## src/rtl/usbh_report_decoder_generic.sv

```systemverilog
// usbh_report_decoder_generic: HID gamepad report to NES button byte with analog hysteresis, SOCD, autofire and stale timeout
module usbh_report_decoder_generic #(
  parameter int              C_CLK_HZ      = 48000000,
  parameter int              C_AUTOFIRE_HZ = 10,
  parameter int              C_REPORT_BITS = 160,
  parameter logic [63:0]     C_BTN_IDX     = 64'hFFFF_FFFF_FFFF_FFFF,
  parameter logic [15:0]     C_TURBO_IDX   = 16'hFFFF,
  parameter int              C_AXIS_BITS   = 8,
  parameter int              C_X_LSB       = 56,
  parameter int              C_Y_LSB       = 72,
  parameter int              C_AXIS_SIGNED = 1,
  parameter int              C_ON_LO       = 64,
  parameter int              C_OFF_LO      = 96,
  parameter int              C_OFF_HI      = 160,
  parameter int              C_ON_HI       = 192,
  parameter int              C_SOCD        = 1,
  parameter int              C_TIMEOUT_MS  = 100
) (
  input  logic                     i_clk,
  input  logic                     i_reset,
  input  logic [C_REPORT_BITS-1:0] i_report,
  input  logic                     i_report_valid,
  input  logic [1:0]               i_autofire_en,
  output logic [7:0]               o_btn,
  output logic                     o_stale
);
  localparam int TO_CYC = C_CLK_HZ / 1000 * C_TIMEOUT_MS;
  localparam int AF_MAX = C_CLK_HZ / (2 * C_AUTOFIRE_HZ) - 1;
  localparam int TW = $clog2(TO_CYC + 1);
  localparam int AW = $clog2(AF_MAX + 2);
  localparam int W = C_AXIS_BITS;
  localparam logic [TW-1:0] TO_LAST = TW'(TO_CYC - 1);
  localparam logic [TW-1:0] TO_MAX = TW'(TO_CYC);
  localparam logic [AW-1:0] AF_LAST = AW'(AF_MAX);
  localparam logic [W-1:0] ON_LO = W'(C_ON_LO);
  localparam logic [W-1:0] OFF_LO = W'(C_OFF_LO);
  localparam logic [W-1:0] OFF_HI = W'(C_OFF_HI);
  localparam logic [W-1:0] ON_HI = W'(C_ON_HI);
  localparam logic [W-1:0] FLIP = (C_AXIS_SIGNED != 0) ? {1'b1, {(W-1){1'b0}}} : '0;
  typedef enum logic [1:0] {CENTER, NEG, POS} axis_t;
  function automatic axis_t axis_step(input axis_t s, input logic [W-1:0] u);
    return (s == CENTER) ? ((u <= ON_LO) ? NEG : (u >= ON_HI) ? POS : CENTER) :
           (s == NEG)    ? ((u >= ON_HI) ? POS : (u >= OFF_LO) ? CENTER : NEG) :
                           ((u <= ON_LO) ? NEG : (u <= OFF_HI) ? CENTER : POS);
  endfunction
  // Report is zero-padded to 256 bits, so index 8'hFF (unmapped) always reads 0.
  logic [255:0] rp;
  logic [7:0] dig, btn_r, btn_nx;
  logic [1:0] turbo_r;
  logic [W-1:0] xu, yu;
  axis_t x_st, y_st;
  logic [TW-1:0] tcnt;
  logic [AW-1:0] af_cnt;
  logic phase, l, r, u, d;
  assign rp = 256'(i_report);
  assign xu = i_report[C_X_LSB +: W] ^ FLIP;
  assign yu = i_report[C_Y_LSB +: W] ^ FLIP;
  always_comb for (int k = 0; k < 8; k++) dig[k] = rp[C_BTN_IDX[8*k +: 8]];
  assign l = btn_r[6] | (x_st == NEG);
  assign r = btn_r[7] | (x_st == POS);
  assign u = btn_r[4] | (y_st == NEG);
  assign d = btn_r[5] | (y_st == POS);
  assign btn_nx = {(C_SOCD != 0) ? r & ~l : r,
                   (C_SOCD != 0) ? l & ~r : l,
                   (C_SOCD != 0) ? d & ~u : d,
                   (C_SOCD != 0) ? u & ~d : u,
                   btn_r[3:2],
                   btn_r[1] | (turbo_r[1] & phase & i_autofire_en[1]),
                   btn_r[0] | (turbo_r[0] & phase & i_autofire_en[0])};
  always_ff @(posedge i_clk) begin
    if (i_reset) begin
      o_btn <= '0;
      o_stale <= 1'b0;
      btn_r <= '0;
      turbo_r <= '0;
      x_st <= CENTER;
      y_st <= CENTER;
      tcnt <= '0;
      af_cnt <= '0;
      phase <= 1'b0;
    end else begin
      af_cnt <= (af_cnt == AF_LAST) ? '0 : af_cnt + 1'b1;
      phase <= (af_cnt == AF_LAST) ? ~phase : phase;
      o_btn <= btn_nx;
      if (i_report_valid) begin
        tcnt <= '0;
        o_stale <= 1'b0;
        btn_r <= dig;
        turbo_r <= {rp[C_TURBO_IDX[15:8]], rp[C_TURBO_IDX[7:0]]};
        x_st <= axis_step(x_st, xu);
        y_st <= axis_step(y_st, yu);
      end else if (tcnt >= TO_LAST) begin
        tcnt <= TO_MAX;
        o_stale <= 1'b1;
        btn_r <= '0;
        turbo_r <= '0;
        x_st <= CENTER;
        y_st <= CENTER;
      end else begin
        tcnt <= tcnt + 1'b1;
      end
    end
  end
endmodule

```

## config.mk

```make
export PLATFORM = sky130hd
export DESIGN_NAME = usbh_report_decoder_generic
export DESIGN_NICKNAME = d
export VERILOG_FILES = /design/src/rtl/usbh_report_decoder_generic.sv
export SDC_FILE = /design/constraint.sdc
export NUM_CORES = 1
export LEC_CHECK = 0
export ABC_AREA = 1
export BUFFER_PORTS_ARGS = -buffer_cell sky130_fd_sc_hd__clkbuf_2
export CELL_PAD_IN_SITES_DETAIL_PLACEMENT = 0
export CELL_PAD_IN_SITES_GLOBAL_PLACEMENT = 1
export CORE_MARGIN = 2
export CORE_UTILIZATION = 24
export CTS_CLUSTER_SIZE = 30
export DETAILED_ROUTE_END_ITERATION = 10
export PLACE_DENSITY = 0.95
export SYNTH_ARGS = -nofsm -noshare
export SYNTH_HDL_FRONTEND = slang
export SYNTH_SLANG_ARGS = --single-unit
```

## constraint.sdc

```tcl
create_clock -name i_clk -period 3.05 [get_ports i_clk]
set_input_delay 0 -clock i_clk [delete_from_list [all_inputs] [get_ports i_clk]]
set_output_delay 0 -clock i_clk [all_outputs]
set_load 0.005 [all_outputs]
```

# Word-level counts from Yosys, hierarchy flattened
# Cells that the tools add are included.
dict set report op_classes {
  n_reduce_logical 5
  bitwise 10
  eq_ne 4
  addsub 1
  order_cmp 9
  mux 20
}
# cell n
set op_table {}
lappend op_table {{$mux W2} 17}
lappend op_table {{$add A23 B1 Y23 const B} 1}
lappend op_table {{$ge A23 B23 Y1 const B} 1}
lappend op_table {{$mux W23} 1}
lappend op_table {{$ge A8 B7 Y1 const B} 2}
lappend op_table {{$ge A8 B8 Y1 const B} 2}
lappend op_table {{$le A8 B7 Y1 const B} 2}
lappend op_table {{$le A8 B8 Y1 const B} 2}
lappend op_table {{$not A1 Y1} 6}
lappend op_table {{$and A1 B1 Y1} 4}
lappend op_table {{$eq A2 B1 Y1 const B} 2}
lappend op_table {{$eq A2 B2 Y1 const B} 2}
lappend op_table {{$logic_not A2 Y1} 2}
lappend op_table {{$reduce_or A3 Y1} 1}
lappend op_table {{$mux W1} 2}
lappend op_table {{$reduce_bool A2 Y1} 1}
lappend op_table {{$reduce_or A2 Y1} 1}
dict set report totals {
  input_bits 165
  output_inout_bits 9
  regBits 32
}

# Logic depth before layout (Yosys ltp)
dict set report depth {
  depth_word 7
  mapped_depth 11
}

# Worst setup path after synthesis
# No wires, ideal clock.
dict set report synth_timing {
  path_kind {register to register}
  startpoint {register tcnt[0]}
  endpoint {register tcnt[0]}
  setup_time_ns 0.118
  required_time_ns 2.932
  slack_ns 1.609
  arrival_time_ns 1.322
  synth_period_minus_slack_ns 1.441
  stages_incl_launch_ff 10
  path_cell_list {dfxtp_1 > ha_1 > nand3_1 > nor2_1 > nand3_1 > nand2_1 > nor2_4 > nand2_4 > buf_6 > nor2_1}
}
dict set report synth_via {
  elab_chain_cells 2
  word_cells_on_any_way 3
  classes_between {add/sub (1); order compare (1); reduce/logical (1)}
}
# item line_no
set synth_rtl {}
lappend synth_rtl {{start, declared} 52} ;# logic [TW-1:0] tcnt;
lappend synth_rtl {{start signal, assigned} 100} ;# tcnt <= tcnt + 1'b1;
lappend synth_rtl {{$ge A23 B23 Y1} 92} ;# end else if (tcnt >= TO_LAST) begin
lappend synth_rtl {{$reduce_or A3 Y1 (no line)} --}
# Parallel ways exist; a longest one is shown, timed or not.
# A chain may end at the register's enable or synchronous reset.

# Final worst setup path
dict set report layout_timing {
  startpoint {register tcnt[0]}
  endpoint {register tcnt[21]}
}
# The elaborated chain is that of the path after synthesis.

==> results.md <==
* Post-CTS setup buffer count at 0
* Share of the synthesized area in the top cell type at between 30% and 40%
* Overflow after GRT at 0
* Ys Warns at 0
* Hold buffers post-CTS at 3
* Worst-path clk slew at 0.07 ns
* Layout cells sized above 1 at 12.7%
* Reg2Reg Setup Slack at 1.27 ns
* Flop pwr share at 49.1%
* Leak at 0.839 nW
* CTS root buf: clkbuf_8
* Total CTS buffers at 5
* Initial antenna violation count at 0
* Min-Delay Endpoint: y_st[0]
* CTS tree: built
* I/O Pins at 174
* Fin crit share at 58.3%
* Worst EP arrival at about 2.0 ns
* Sw Pwr at ~0.00018 W
* Layout area overhead at 18.7%
* Clk sink count at 32
* Worst-path maximum fanout at 15
* Path depth of the worst reg2reg path at 8
* Setup Total Neg Slack at 0 ns
* Pin count of the biggest net entering global routing at 16
* Post-synth EDFFs at 0
* Pre-antenna DRT Iters at 4
* Die X at 89.9 um
* Hold Path Depth at 4
* First-pass GRT wire length at 6710 um
* Die footprint at 8080 sq um
* All-Layer GR Usage at between 10 and 15%
* Setup WS pre-CTS at 1.24 ns
* Gate Count Post-Synth at 270
* DRC viols at 0
* Nets at 465
* RD Place Congestion at 0.892
* Hold Path Class: in -> reg
* Post-layout min period at 1.78 ns
* Int Pwr at 0.000685 W
* Clk_lat worst skew at 0.28 ns
* Switch share at 21.1%
* Antenna Violating Nets Remaining at 0
* Final core occ at about 29%
* Clock power share at 45.6%
* Slack of the critical path at 1.27 ns
* Synthesis-stage register bit count at 32
* First DRT Iteration DRCs at 93
* Starting Density at about 25%
* Vias per std cell at 4.05
* ANT cells at 0
* Routed via count at approximately 1.6k
* Max Clock Skew at 0.00158 ns
* Crit end category: flip-flop
* Maximum vdd drop at around 0.16 mV
* Pwr Density at 413 nW/um^2
* FMAX at 562 MHz
* Library cells used by synthesis at 23
* Ys flop type: dfxtp_1
* Wire per inst at roughly 9.5 um
* IO buf count at 23
* Top cells by area, synth: dfxtp_1 (36%), nand2_1 (15%), nor2_1 (12%)
* Critical path class: reg -> reg
* Post-DP HPWL at 2940 um
* Kind of start point of the critical path: flip-flop
* Reg2reg start: tcnt[0]
* Synthesized area at 1770 sq um
* H-tree depth at 2
* Critical Path RT at between 3 and 4 ns
* Final wirelength at between 3000 and 4000 um
* Final setup fails at 0
* Rows at 31
* Die height at 89.9 um
* Fin. max-slew vios at 0
* Syn Area/Cell at approximately 6.6 sq um
* RSZ-0062 raised after global routing: no
* Area leader, netlist: dfxtp_1
* Async SR Flop Fraction at 0%
* CTS Buffer Depth at 2
* Share of power burned in combinational logic at 5.3%
* Vias in the first global route at ~1.6k
* Post-cts sizing count at 0
* Core ar. at 7210 sq um
* Reg-to-reg endpoint: tcnt[21]
* Fin. Hold Viols at 0
* Hold path startpoint: i_report[77]
* Outcome: finished, final reports clean
* Post-synthesis sequential area ratio at 36.2%
* Max_cap viols at 0
cells in the mapped netlist (2+ instances only):
library cell	number
nand4_1	3
a21oi_1	9
xnor2_1	4
dfxtp_1	32
buf_4	4
nand2_1	69
buf_6	2
nor2_2	4
o211ai_1	4
nand3_1	21
nor3_1	8
nor2_1	55
inv_1	34
xor2_1	12
worst max path at each step:
stage | start | to | slack [ns] | cells past startpoint
2_1_floorplan | tcnt[0] | tcnt[0] | 1.61 | 9
3_3_place_gp | tcnt[0] | tcnt[21] | 1.27 | 8
3_5_place_dp | tcnt[0] | tcnt[21] | 1.24 | 8
4_1_cts | tcnt[0] | tcnt[21] | 1.23 | 8
5_1_grt | tcnt[0] | tcnt[1] | 1.09 | 8
6_report | tcnt[0] | tcnt[21] | 1.27 | 8
metal layers:
layer	GRT usage [%]	wire (um)	share of wire (%)	vias to the layer above
met5	0	0	0	-
met2	16.8	1790	47	15
met4	5.77	90	2.4	0
li1	-	-	-	881
met1	11.7	1810	48	714
met3	2.43	86	2.3	6
registers in the layout, summed over array words and instances (netlist names):
name,cells
y_st,2
o_btn,4
o_stale,1
tcnt,23
x_st,2
final cells by class:
type / instances / area, sq um
clock inverter: 2 / 35.0
timing repair buffer: 26 / 145
tap: 99 / 124
fill: 813 / 5110
inverter: 35 / 131
multi-input combinational: 199 / 953
clock buffer: 6 / 72.6
sequential: 32 / 641
cell families after synthesis:
| group | Yosys count | share of synthesized area, % |
|---|---|---|
| compound gates | 14 | 4.73 |
| xor+xnor | 16 | 7.91 |
| fa+ha+maj | 1 | 0.707 |
| buf+inv | 42 | 10.6 |
| flops | 32 | 36.2 |
| other cells | 1 | 0.212 |
| simple gates | 164 | 39.6 |
cell usage in the layout (no fill, tap or decap), types with 5 or more instances in the layout:
master    instances
nand2_1          69
nor2_1           55
inv_1            34
dfxtp_1          32
clkbuf_2         23
nand3_1          21
xor2_1           12
a21oi_1           9
nor3_1            8
clkbuf_8          5
worst max-delay path: stages (launching register included):
cell and delay, ns:
dfxtp_1 0.34, ha_1 0.26, nand3_1 0.19, nor2_1 0.08, nand3_1 0.08, nand2_1 0.08, nor2_4 0.34, nand2_4 0.21
nor2_1 0.14
power groups by stage:
stage | combinational [W] | sequential [W] | clock [W]
after CTS | 0.0000462 | 0.000427 | 0.000411
after floorplan | 0.0000286 | 0.000436 | 0
after global placement | 0.0000415 | 0.000436 | 0
final | 0.0000459 | 0.000427 | 0.000396
after global routing | 0.0000515 | 0.000427 | 0.000427
after detailed placement | 0.0000430 | 0.000436 | 0
per-stage QoR:
| step | std cells | total power [W] | hold slack (ns) | cell area (sq um) |
|---|---|---|---|---|
| floorplan | 273 | 0.000464 | 0.155 | 1780 |
| global placement | 388 | 0.000478 | 0.286 | 1960 |
| detailed placement | 388 | 0.000479 | 0.286 | 1960 |
| CTS | 399 | 0.000884 | 0.0376 | 2100 |
| global route | 399 | 0.000905 | 0.0667 | 2100 |
| finish | 399 | 0.000869 | 0.0452 | 2100 |
Note: power is estimated with default switching activity, not from simulation.
